--- src/rtl/next_pc_unit_if.sv ---
// Fetch/resolve bus between the pipeline and the next-PC unit.
// The master side is the pipeline (drives PC, instruction and EX resolution);
// the slave side is the next-PC unit (returns the next fetch address,
// prediction, flush request and statistics).
interface next_pc_unit_if;
    logic [31:0] pc_i;
    logic [31:0] instr_i;
    logic        pc_write_i;
    logic        res_valid_i;
    logic [31:0] res_pc_i;
    logic        res_taken_i;
    logic [31:0] res_target_i;
    logic        res_pred_i;
    logic [31:0] pc_next_o;
    logic        pred_taken_o;
    logic        flush_o;
    logic [15:0] br_cnt_o;
    logic [15:0] mis_cnt_o;

    modport master (
        output pc_i, instr_i, pc_write_i,
        output res_valid_i, res_pc_i, res_taken_i, res_target_i, res_pred_i,
        input  pc_next_o, pred_taken_o, flush_o, br_cnt_o, mis_cnt_o
    );

    modport slave (
        input  pc_i, instr_i, pc_write_i,
        input  res_valid_i, res_pc_i, res_taken_i, res_target_i, res_pred_i,
        output pc_next_o, pred_taken_o, flush_o, br_cnt_o, mis_cnt_o
    );
endinterface

--- src/rtl/next_pc_unit.sv ---
// Next fetch address generator with a 2-bit saturating-counter branch
// history table, mispredict redirect and saturating branch statistics.
module next_pc_unit #(
    parameter int          BHT_IDX_W    = 4,
    parameter logic [31:0] RESET_VECTOR = 32'h0000_0000
) (
    input logic           clk_i,
    input logic           rst_i,
    next_pc_unit_if.slave bus
);
    localparam int BHT_ENTRIES = 1 << BHT_IDX_W;

    localparam logic [5:0] OP_BEQ = 6'b000100;
    localparam logic [5:0] OP_BNE = 6'b000101;
    localparam logic [5:0] OP_J   = 6'b000010;

    // Counter encoding; bit[1] is the predicted direction.
    typedef enum logic [1:0] {
        SNT = 2'b00,
        WNT = 2'b01,
        WT  = 2'b10,
        ST  = 2'b11
    } bht_state_e;

    logic [1:0]           bht_q [BHT_ENTRIES];
    logic [1:0]           upd_d;
    logic [15:0]          br_cnt_q, br_cnt_d;
    logic [15:0]          mis_cnt_q, mis_cnt_d;

    logic [BHT_IDX_W-1:0] fetch_idx;
    logic [BHT_IDX_W-1:0] upd_idx;
    logic [5:0]           opcode;
    logic                 is_branch;
    logic                 is_jump;
    logic                 pred_taken;
    logic                 mispredict;
    logic [31:0]          pc4;
    logic [31:0]          br_target;
    logic [31:0]          j_target;
    logic [31:0]          pc_next;

    assign fetch_idx  = bus.pc_i[BHT_IDX_W+1:2];
    assign upd_idx    = bus.res_pc_i[BHT_IDX_W+1:2];
    assign opcode     = bus.instr_i[31:26];
    assign is_branch  = (opcode == OP_BEQ) || (opcode == OP_BNE);
    assign is_jump    = (opcode == OP_J);
    assign pc4        = bus.pc_i + 32'd4;
    assign br_target  = pc4 + {{14{bus.instr_i[15]}}, bus.instr_i[15:0], 2'b00};
    assign j_target   = {pc4[31:28], bus.instr_i[25:0], 2'b00};

    // Reads the pre-edge table value, so a same-cycle update is seen next cycle.
    assign pred_taken = is_branch & bht_q[fetch_idx][1];
    assign mispredict = bus.res_valid_i & (bus.res_taken_i != bus.res_pred_i);

    // Saturating increment/decrement of the counter being resolved.
    always_comb begin
        // NOTE: every always_comb output gets a default first so no path leaves it unassigned (no latch).
        upd_d = bht_q[upd_idx];
        if (bus.res_taken_i) begin
            if (bht_q[upd_idx] != ST) upd_d = bht_q[upd_idx] + 2'd1;
        end else begin
            if (bht_q[upd_idx] != SNT) upd_d = bht_q[upd_idx] - 2'd1;
        end
    end

    // Next fetch address: reset, then redirect, then jump, then predicted branch.
    always_comb begin
        pc_next = pc4;
        if (rst_i) begin
            pc_next = RESET_VECTOR;
        end else if (mispredict) begin
            pc_next = bus.res_taken_i ? bus.res_target_i : (bus.res_pc_i + 32'd4);
        end else if (is_jump) begin
            pc_next = j_target;
        end else if (pred_taken) begin
            pc_next = br_target;
        end
    end

    // Saturating statistics: correct-path, non-stalled branch fetches and mispredicts.
    always_comb begin
        br_cnt_d  = br_cnt_q;
        mis_cnt_d = mis_cnt_q;
        if (is_branch && bus.pc_write_i && !mispredict && (br_cnt_q != 16'hFFFF))
            br_cnt_d = br_cnt_q + 16'd1;
        if (mispredict && (mis_cnt_q != 16'hFFFF))
            mis_cnt_d = mis_cnt_q + 16'd1;
    end

    // Table and statistics registers; reset wins over a concurrent resolve.
    always_ff @(posedge clk_i) begin
        // NOTE: sequential state uses non-blocking assignments so all registers update together at the edge.
        if (rst_i) begin
            // NOTE: the table is a small flop array, not a RAM, so every entry is reset explicitly to WNT.
            for (int i = 0; i < BHT_ENTRIES; i++) bht_q[i] <= WNT;
            br_cnt_q  <= '0;
            mis_cnt_q <= '0;
        end else begin
            if (bus.res_valid_i) bht_q[upd_idx] <= upd_d;
            br_cnt_q  <= br_cnt_d;
            mis_cnt_q <= mis_cnt_d;
        end
    end

    assign bus.pc_next_o    = pc_next;
    assign bus.pred_taken_o = pred_taken;
    assign bus.flush_o      = mispredict & ~rst_i;
    assign bus.br_cnt_o     = br_cnt_q;
    assign bus.mis_cnt_o    = mis_cnt_q;
endmodule

--- src/flat_wrapper.sv ---
// flat-port wrapper written by rule: the top's interface ports become plain ports
module next_pc_unit_flat 
#(
    parameter int          BHT_IDX_W    = 4,
    parameter logic [31:0] RESET_VECTOR = 32'h0000_0000
)
  (clk_i, rst_i, bus_pc_i, bus_instr_i, bus_pc_write_i, bus_res_valid_i, bus_res_pc_i, bus_res_taken_i, bus_res_target_i, bus_res_pred_i, bus_pc_next_o, bus_pred_taken_o, bus_flush_o, bus_br_cnt_o, bus_mis_cnt_o);
  next_pc_unit_if bus_i ();
  input logic clk_i;
  input logic rst_i;
  input wire logic [$bits(bus_i.pc_i)-1:0] bus_pc_i;
  input wire logic [$bits(bus_i.instr_i)-1:0] bus_instr_i;
  input wire logic [$bits(bus_i.pc_write_i)-1:0] bus_pc_write_i;
  input wire logic [$bits(bus_i.res_valid_i)-1:0] bus_res_valid_i;
  input wire logic [$bits(bus_i.res_pc_i)-1:0] bus_res_pc_i;
  input wire logic [$bits(bus_i.res_taken_i)-1:0] bus_res_taken_i;
  input wire logic [$bits(bus_i.res_target_i)-1:0] bus_res_target_i;
  input wire logic [$bits(bus_i.res_pred_i)-1:0] bus_res_pred_i;
  output wire logic [$bits(bus_i.pc_next_o)-1:0] bus_pc_next_o;
  output wire logic [$bits(bus_i.pred_taken_o)-1:0] bus_pred_taken_o;
  output wire logic [$bits(bus_i.flush_o)-1:0] bus_flush_o;
  output wire logic [$bits(bus_i.br_cnt_o)-1:0] bus_br_cnt_o;
  output wire logic [$bits(bus_i.mis_cnt_o)-1:0] bus_mis_cnt_o;
  assign bus_i.pc_i = bus_pc_i;
  assign bus_i.instr_i = bus_instr_i;
  assign bus_i.pc_write_i = bus_pc_write_i;
  assign bus_i.res_valid_i = bus_res_valid_i;
  assign bus_i.res_pc_i = bus_res_pc_i;
  assign bus_i.res_taken_i = bus_res_taken_i;
  assign bus_i.res_target_i = bus_res_target_i;
  assign bus_i.res_pred_i = bus_res_pred_i;
  assign bus_pc_next_o = bus_i.pc_next_o;
  assign bus_pred_taken_o = bus_i.pred_taken_o;
  assign bus_flush_o = bus_i.flush_o;
  assign bus_br_cnt_o = bus_i.br_cnt_o;
  assign bus_mis_cnt_o = bus_i.mis_cnt_o;
  next_pc_unit #(.BHT_IDX_W(BHT_IDX_W), .RESET_VECTOR(RESET_VECTOR)) u_core (.clk_i(clk_i), .rst_i(rst_i), .bus(bus_i));
endmodule
--- config.mk ---
export PLATFORM = sky130hd
export DESIGN_NAME = next_pc_unit_flat
export DESIGN_NICKNAME = d
export VERILOG_FILES = /design/src/rtl/next_pc_unit_if.sv /design/src/rtl/next_pc_unit.sv /design/src/flat_wrapper.sv
export SDC_FILE = /design/constraint.sdc
export NUM_CORES = 1
export LEC_CHECK = 0
export BUFFER_PORTS_ARGS = -buffer_cell sky130_fd_sc_hd__buf_2
export CAP_MARGIN = 10
export CORE_ASPECT_RATIO = 1.4
export CORE_MARGIN = 3
export CORE_UTILIZATION = 55
export CTS_BUF_LIST = sky130_fd_sc_hd__clkbuf_8
export DETAILED_ROUTE_END_ITERATION = 16
export PLACE_DENSITY = 0.84
export SYNTH_ARGS = -nofsm -noshare
export SYNTH_HDL_FRONTEND = slang
export SYNTH_SLANG_ARGS = --single-unit
--- constraint.sdc ---
create_clock -name clk_i -period 5.2 [get_ports clk_i]
set_input_delay 0.52 -clock clk_i [delete_from_list [all_inputs] [get_ports clk_i]]
set_output_delay 0.52 -clock clk_i [all_outputs]
set_load 0.02 [all_outputs]
==> run summary, run 1 <==
Counting flops with an async set or reset pin after synthesis yields a share of 0%. The combinational cell fraction of total power is 35.0%. The reg-to-reg setup timing slack was 2.58 ns. Once the floorplan was initialized, standard cells occupied 57.1% of the core. The run gives 1275 as the net count reported at finish. After synthesis, the most frequently instantiated cells are sky130_fd_sc_hd__nor2_1 (126), sky130_fd_sc_hd__nand2_1 (99), sky130_fd_sc_hd__a21oi_1 (49), sky130_fd_sc_hd__o21ai_0 (48), sky130_fd_sc_hd__xor2_1 (48).

The longest clock path from root to sink contains 2 buffers. The boundary pin count was 200. The H-tree was split into 3 levels. Of the total power, the share spent switching nets is 33.4%.

The flow ran to the end, and the final reports show no timing, DRC or antenna violations. The most common cell in the synthesized netlist is sky130_fd_sc_hd__nor2_1. IR analysis of the VDD net gives a maximum drop of 0.238 mV. After global routing the overflow that remains totals 0. The layer flagged by global routing as most heavily used is met2.

The tools report the worst reg2reg path endpoint as u_core.bht_q[8][0]$_SDFFCE_PN1P_. Data on the critical path is required at its endpoint by 4.68 ns. The tools report the number of search-and-repair iterations in the first detailed-routing pass as 5. The overall die area was 14400 um^2. The clock arrives with 0.00641 ns of skew.

The number of cells traversed by the worst register-to-register path came out at 5. The worst setup path is launched from an input pin. The area growth from synthesis to layout is 19.2%. The run gives 31.7% as the relative contribution of the clock network to total power. The highest fanout seen on the critical path came out at 6. The remaining antenna violation count is 0.

For this run, global-route usage on met3 was measured as 6.24%. Sum of internal, switching and leakage power: 0.00163 W. The synthesized design devotes to its leading area cell type 13.5% of total area. Synthesis produced a netlist with a net count of 1098. The internal portion of the total power is 0.00108 W. Power share of the sequential group: 33.4%.

STA puts the critical path data arrival time at 4.45 ns. The logs give 0 ns for the total negative slack and 922 for the synthesized netlist cell count. Clock latency on the worst-skew pair, taken at its later pin, is 0.34 ns.

Met1 usage in global routing: 38.6%. STA classifies the critical path endpoint as an output port. The detailed placement HPWL came out at 19.3 mm. The worst hold path begins at u_core.bus.mis_cnt_o[11]$_SDFFE_PP0P_. Number of antenna violations at the first check in global routing: 5. The timing endpoint of the critical path is bus_pc_next_o[31].

Dividing the detail-routed wire length by the instance count gives 19.6 um. TritonCTS built the clock tree. The critical path starts at bus_pc_i[6]. In this run the mean area of a mapped cell was 7.73 um^2. For the summed instance area of the synthesized netlist, the log shows 7130 um^2. Port buffer count: 199. After floorplanning, the core was sized to cover 12500 um^2. The number of pins exceeding their max-slew limit in the final report came out at 0. The CTS buffer count was 9; the combined global-route utilization of all metal layers was 33.5%.

The post-CTS clock slew at the launch and capture registers of the worst setup and hold paths works out to 0.07 ns. Classification of the worst-slack hold path: register to register. The worst register-to-register path begins at u_core.bht_q[15][1]$_SDFFCE_PN0P_. The run gives 78 as the number of library cell types mapped by synthesis. Clock tree synthesis found a total of 64 sinks.

The actual transition at the worst max-transition pin came out at 0.920 ns. In this run, synthesis inferred 32 flip-flops with an integrated enable. The static leakage was 3.55 nW; the first-pass GRT wire length was 37.9 mm.

The total of flip-flops plus latches after synthesis was 64; the final number of setup-violating endpoints was 0. For the maximum achievable frequency, the log shows 0.201 GHz. The via count of the first global-routing pass was 7523. The number of hold buffers added after CTS was 0.

The met2 layer usage reported by global route was 58.1%. The synthesized design spends more area on one cell type than any other, namely sky130_fd_sc_hd__edfxtp_1. The routed layout has 7964 vias.

By area the synthesized netlist is led by sky130_fd_sc_hd__edfxtp_1 (13%), sky130_fd_sc_hd__dfxtp_1 (9.0%), sky130_fd_sc_hd__ha_1 (7.2%). For the final hold violation count, the log shows 0. The power dissipated by switching net loads was 0.000545 W; the routability-driven placement congestion ratio was 1.03. The die width is 102 um. The time the final worst path needs with I/O delays and setup was 4.97 ns. For this run, the leading register cell type out of synthesis is sky130_fd_sc_hd__edfxtp_1. Max-cap violations in this run came to 0. The worst pin sits at a relative slew slack of 38.5%.

Critical path class: input pin to output port. Setup repair after global routing left no endpoint under its margin. For this block, the initial DRC count from the detailed router was 571.

The fraction of the yosys area taken by sequential cells is 22.5%, and the power density over the cells is 192 nW/um^2. The total routed wirelength was 24.7 mm; the pin count of the biggest net entering global routing was 62. For the site row count, the log shows 48. Yosys printed 0 warnings. The vertical die dimension was 141 um.

The average vias per placed instance is 6.34, and the final clock period utilization by the worst path is 95.5%. The share of cells above drive strength 1 was 25.0%; the residual DRC count was 0. The root cell of the clock tree was sky130_fd_sc_hd__clkbuf_8.
[per-stage QoR]
step / hold WS [ns] / instances / cell area [um^2] / util [%] / setup slack, ns
after floorplan: 0.570 / 922 / 7130 / - / 0.647
final: 0.507 / 1256 / 8490 / 68.0 / 0.233
after global placement: 0.484 / 1236 / 8230 / 65.9 / 0.286
after global routing: 0.528 / 1256 / 8490 / 68.0 / 0.0256
after detailed placement: 0.500 / 1236 / 8230 / 65.9 / 0.218
after CTS: 0.509 / 1252 / 8470 / 67.8 / 0.213
[cell usage in the layout (no fill, tap or decap), types with 8 or more instances in the layout]
cell type and count:
sky130_fd_sc_hd__a21o_1 10, sky130_fd_sc_hd__a21oi_1 49, sky130_fd_sc_hd__inv_1 30, sky130_fd_sc_hd__xor2_1 48, sky130_fd_sc_hd__nand3_1 37, sky130_fd_sc_hd__a31o_2 15
sky130_fd_sc_hd__o21a_1 11, sky130_fd_sc_hd__nor3_1 22, sky130_fd_sc_hd__mux4_2 15, sky130_fd_sc_hd__clkbuf_8 9, sky130_fd_sc_hd__nor2_1 126, sky130_fd_sc_hd__and3_1 10
sky130_fd_sc_hd__buf_2 199, sky130_fd_sc_hd__o21ai_0 48, sky130_fd_sc_hd__ha_1 41, sky130_fd_sc_hd__o211ai_1 8, sky130_fd_sc_hd__nand2_1 99, sky130_fd_sc_hd__buf_4 17
sky130_fd_sc_hd__or3_1 12, sky130_fd_sc_hd__edfxtp_1 32, sky130_fd_sc_hd__dfxtp_1 32, sky130_fd_sc_hd__nand4_1 23, sky130_fd_sc_hd__mux2i_1 16, sky130_fd_sc_hd__o22ai_1 8
sky130_fd_sc_hd__a211oi_1 29, sky130_fd_sc_hd__xnor2_1 47
[power by group through the flow]
stage | logic [W] | registers (W) | clock network [W]
floorplan | 0.000365 | 0.000554 | 0
global placement | 0.000550 | 0.000554 | 0
detailed placement | 0.000553 | 0.000555 | 0
CTS | 0.000557 | 0.000543 | 0.000520
global route | 0.000616 | 0.000544 | 0.000540
finish | 0.000569 | 0.000544 | 0.000516
[routing by layer]
metal / part of all wire [%] / wire [um] / up-vias
met5: 0.16 / 39 / -
met4: 5.0 / 1250 / 6
met3: 9.5 / 2330 / 96
met2: 50 / 12400 / 454
met1: 35 / 8650 / 3680
li1: - / - / 3728
[state kept, by name, summed over array words and instances (netlist names)]
signal and flops:
u_core.bht_q 32, u_core.bus.mis_cnt_o 16, u_core.bus.br_cnt_o 16
[final cells by class]
cell class,instances,area (um^2)
Antenna cell,2,5.00
Tap cell,150,188
Timing Repair Buffer,216,1120
Sequential cell,64,1600
Clock buffer,9,124
Fill cell,1107,4000
Multi-Input combinational cell,776,5210
Inverter,32,120
Clock inverter,7,119
[cells by family after synthesis]
group	count (synthesis)	synth area share (%)
adder cells (fa/ha/maj)	44	7.76
flip-flops	64	22.5
multiplexers	31	6.99
AO/OA/AOI/OAI	232	21.8
buffers and inverters	82	4.48
AND/OR/NAND/NOR	374	24.8
XOR/XNOR	95	11.7
[repair_timing]
action | 4_1_cts | 5_1_grt
setup buffers | 0 | 2
resized for setup | 0 | 0
setup endpoints to repair | 0 | 1
[worst min-delay path by stage]
stage / endpoint / slack [ns] / cells past startpoint
finish: u_core.bus.mis_cnt_o[11]$_SDFFE_PP0P_ / 0.51 / 2
floorplan: u_core.bus.mis_cnt_o[13]$_SDFFE_PP0P_ / 0.57 / 2
detailed placement: u_core.bus.mis_cnt_o[11]$_SDFFE_PP0P_ / 0.50 / 2
global placement: u_core.bus.mis_cnt_o[13]$_SDFFE_PP0P_ / 0.48 / 2
CTS: u_core.bus.mis_cnt_o[11]$_SDFFE_PP0P_ / 0.51 / 2
global route: u_core.bus.mis_cnt_o[11]$_SDFFE_PP0P_ / 0.53 / 2
[worst max-delay path, stage by stage]
cell                      delay [ns]
sky130_fd_sc_hd__buf_2          0.13
sky130_fd_sc_hd__nand4_1        0.23
sky130_fd_sc_hd__nor3_4         0.27
sky130_fd_sc_hd__buf_4          0.18
sky130_fd_sc_hd__nand4_1        0.19
sky130_fd_sc_hd__xnor2_1        0.27
sky130_fd_sc_hd__ha_1           0.31
sky130_fd_sc_hd__and2_4         0.18
sky130_fd_sc_hd__a21o_1         0.17
sky130_fd_sc_hd__a221o_1        0.39
sky130_fd_sc_hd__or3_1          0.34
sky130_fd_sc_hd__o211a_1        0.23
sky130_fd_sc_hd__o21a_1         0.20
sky130_fd_sc_hd__or4_1          0.39
sky130_fd_sc_hd__a32o_1         0.27
sky130_fd_sc_hd__buf_2          0.16
Note: power is estimated with default switching activity, not from simulation.
==> run 2, diff against run 1 <==
--- a/config.mk
+++ b/config.mk
@@ -5,14 +5,15 @@
 export SDC_FILE = /design/constraint.sdc
 export NUM_CORES = 1
 export LEC_CHECK = 0
+export ABC_CLOCK_PERIOD_IN_PS = 5200
 export BUFFER_PORTS_ARGS = -buffer_cell sky130_fd_sc_hd__buf_2
 export CAP_MARGIN = 10
-export CORE_ASPECT_RATIO = 1.4
 export CORE_MARGIN = 3
 export CORE_UTILIZATION = 55
 export CTS_BUF_LIST = sky130_fd_sc_hd__clkbuf_8
 export DETAILED_ROUTE_END_ITERATION = 16
 export PLACE_DENSITY = 0.84
+export SLEW_MARGIN = 5
 export SYNTH_ARGS = -nofsm -noshare
 export SYNTH_HDL_FRONTEND = slang
 export SYNTH_SLANG_ARGS = --single-unit
==> run summary, run 2 (same netlist as run 1, synthesis figures left out) <==
The worst setup path is of the input pin to output port kind. The launch point of the critical path was bus_pc_i[7]. The run gives 9 (unchanged) as the CTS buffer count. The placeable core region was 12300 um^2 (-1.4%); the fraction of power spent switching nets was 34.0% (+0.57 points).

The residual DRC count came out at 0 (unchanged). The run gives 0 (unchanged) as the aggregate global routing overflow. The post-CTS clock slew at the launch and capture registers of the worst setup and hold paths works out to 0.06 ns (about the same). The tools report the site row count as 40 (-17%). The root cell of the clock tree is sky130_fd_sc_hd__clkbuf_8.

The power density over the cells is 184 nW/um^2 (-3.9%), and the die width is 120 um (+17%). The time the final worst path needs with I/O delays and setup was 5.01 ns (+0.0390 ns); the multi-input gate area in the final layout was 5210 um^2 (unchanged). The run gives 28.8% (-2.9 points) as the relative contribution of the clock network to total power. The highest fanout seen on the critical path works out to 6 (unchanged). The port buffer count works out to 199 (unchanged). The maximum achievable frequency was 0.200 GHz (-0.78%). In this run the worst setup path terminates at bus_pc_next_o[31].

The share of cells above drive strength 1 came out at 24.4% (-0.61 points). The min-delay analysis places its worst path in the category register to register. Leaving out fill and tap cells, the most frequent cells in the layout are sky130_fd_sc_hd__buf_2 (199), sky130_fd_sc_hd__nor2_1 (126), sky130_fd_sc_hd__nand2_1 (99).

The remaining antenna violation count is 0 (unchanged), and the power dissipated by switching net loads is 0.000529 W (-2.9%). The capturing element type of the critical path is an output port. The reg-to-reg setup timing slack is 2.57 ns (about the same). For the number of search-and-repair iterations in the first detailed-routing pass, the log shows 5 (unchanged). The synthesis-to-layout area growth is 18.5%, and the overall via count from detail_route is 7870 (-1.2%).

The final clock period utilization by the worst path is 96.3% (+0.75 points). Leaving out fill and tap cells, the most frequent cell in the layout is sky130_fd_sc_hd__buf_2. The number of antenna violations at the first check in global routing was 5 (unchanged); the via count of the first global-routing pass was 7334 (-2.5%).

The total negative slack is 0 ns (unchanged). The overall die area came out at 14400 um^2 (-0.14%). The number of pins exceeding their max-slew limit in the final report came out at 0 (unchanged). For the arrival time at the worst endpoint, the log shows 4.49 ns (+0.04 ns). The worst hold margin came out at 0.522 ns (+0.0151 ns).

The logs give 200 (unchanged) for the boundary pin count and 32.6% (-0.89 points) for the combined global-route utilization of all metal layers. The number of standard cells in the final layout excluding fillers came out at 1270 (+1.1%). Number of max-cap violations: 0 (unchanged). The run gives 1270 (-0.39%) as the net count reported at finish. Number of cells in the design after placement: 1249 (+1.1%). Register ranked first by flip-flop count: u_core.bht_q. The endpoint identified for the worst register-to-register timing path is u_core.bht_q[10][0]$_SDFFCE_PN1P_. The utilization after layout was 68.6% (+0.58 points). For the sum of internal, switching and leakage power, the log shows 0.00156 W (-4.5%). The average vias per placed instance was 6.20 (-2.3%).

The critical path startpoint category was an input pin. The power share of the sequential group was 35.0% (+1.6 points); the number of flip-flops in the largest register was 32 (unchanged). The run gives 0.35 ns (about the same) as the clock network latency to the later pin of the worst-skew pair. The logs give 34.1% (-4.4 points) for the worst max-slew margin expressed relative to the limit and 18.7 mm (-2.9%) for the detailed placement HPWL. TritonCTS sink count: 64 (unchanged). The run gives 24.1 mm (-2.4%) as the total routed wirelength. The register area is 1600 um^2 (unchanged), and the number of cells traversed by the worst register-to-register path is 5 (unchanged). The tools report the final hold violation count as 0 (unchanged). The critical register-to-register path startpoint was u_core.bht_q[14][1]$_SDFFCE_PN0P_.

The routed wirelength normalized by instance count is 18.9 um (-3.5%). The vertical die dimension is 120 um (-15%), and the required arrival time at the worst endpoint is 4.68 ns (about the same). Initial core utilization: 57.9% (+0.83 points). TritonCTS built the clock tree. The run finished with clean final reports. The tools report the count of filler cells inserted in the layout as 1107 (unchanged). The cell-internal power came out at 0.00103 W (-5.3%). The tools report the number of H-tree levels as 3 (unchanged).

The tools report the maximum vdd ir drop as 0.218 mV (-8.4%). The total of hold buffers inserted after clock tree synthesis was 0 (unchanged). The setup clock skew after layout is 0.00515 ns (-0.00126 ns). For the static leakage, the log shows 3.52 nW (-0.82%). The first-pass GRT wire length was 37.7 mm (-0.64%); the routability-driven placement congestion ratio was 0.982 (-4.7%). The actual transition at the worst max-transition pin is 0.985 ns (+0.0649 ns). The logs give 36.2% (+1.2 points) for the combinational cell fraction of total power and 872 (+53%) for the initial DRC count. Final number of setup-violating endpoints: 0 (unchanged). The hold path depth is 2 (unchanged), and the deepest clock path buffer count is 2 (unchanged). The run gives 66 (+6.5%) as the pin count of the biggest net entering global routing.
-- run 2: cell type report --
| type | count | share of cell area [%] |
|---|---|---|
| Timing Repair Buffer | 211 | 12.9 |
| Antenna cell | 3 | 0.0889 |
| Inverter | 32 | 1.42 |
| Tap cell | 168 | 2.49 |
| Sequential cell | 64 | 19.0 |
| Clock buffer | 9 | 1.47 |
| Clock inverter | 7 | 0.949 |
| Multi-Input combinational cell | 776 | 61.7 |
-- run 2: worst min-delay path by stage --
stage / from / end / slack [ns]
floorplan: u_core.bus.mis_cnt_o[13]$_SDFFE_PP0P_ / u_core.bus.mis_cnt_o[13]$_SDFFE_PP0P_ / 0.57
global placement: u_core.bus.mis_cnt_o[11]$_SDFFE_PP0P_ / u_core.bus.mis_cnt_o[11]$_SDFFE_PP0P_ / 0.48
detailed placement: u_core.bus.mis_cnt_o[11]$_SDFFE_PP0P_ / u_core.bus.mis_cnt_o[11]$_SDFFE_PP0P_ / 0.51
CTS: u_core.bus.mis_cnt_o[11]$_SDFFE_PP0P_ / u_core.bus.mis_cnt_o[11]$_SDFFE_PP0P_ / 0.52
global route: u_core.bus.mis_cnt_o[10]$_SDFFE_PP0P_ / u_core.bus.mis_cnt_o[10]$_SDFFE_PP0P_ / 0.58
finish: u_core.bus.mis_cnt_o[11]$_SDFFE_PP0P_ / u_core.bus.mis_cnt_o[11]$_SDFFE_PP0P_ / 0.52
-- run 2: metrics by stage --
step	setup slack, ns	area, um^2
3_5_place_dp	0.210	8220
2_1_floorplan	0.647	7130
3_3_place_gp	0.303	8220
5_1_grt	-0.000495	8440
6_report	0.194	8440
4_1_cts	0.195	8420
-- run 2: per-layer routing --
layer	track usage [%]	vias up	wire length [um]	part of all wire (%)
met5	0	-	30	0.12
met4	13.5	4	992	4.1
met3	8.11	85	2470	10
met2	52.5	425	11000	46
met1	41.9	3642	9530	40
li1	-	3714	-	-
-- run 2: power by group through the flow --
stage                     Combinational (W)  Clock, W  Sequential [W]
final                              0.000563  0.000448        0.000544
after global routing               0.000611  0.000475        0.000545
after CTS                          0.000550  0.000451        0.000544
after detailed placement           0.000547         0        0.000555
after global placement             0.000540         0        0.000554
after floorplan                    0.000365         0        0.000554
-- run 2: worst max-delay path, stage by stage --
cell and delay (ns):
sky130_fd_sc_hd__buf_2 0.12, sky130_fd_sc_hd__nand4_1 0.24, sky130_fd_sc_hd__nor3_4 0.32, sky130_fd_sc_hd__nand3_1 0.21, sky130_fd_sc_hd__nor2_1 0.16, sky130_fd_sc_hd__xor2_1 0.22
sky130_fd_sc_hd__ha_1 0.32, sky130_fd_sc_hd__and2_4 0.21, sky130_fd_sc_hd__a21o_1 0.18, sky130_fd_sc_hd__a221o_1 0.38, sky130_fd_sc_hd__or3_1 0.34, sky130_fd_sc_hd__o211a_1 0.24
sky130_fd_sc_hd__o21a_1 0.20, sky130_fd_sc_hd__or4_1 0.41, sky130_fd_sc_hd__a32o_1 0.27, sky130_fd_sc_hd__buf_2 0.16
-- run 2: repair_timing --
item                                    in CTS  in global routing
resized for setup                            0                  0
setup buffers                                0                  2
endpoints found under the setup margin       0                  1
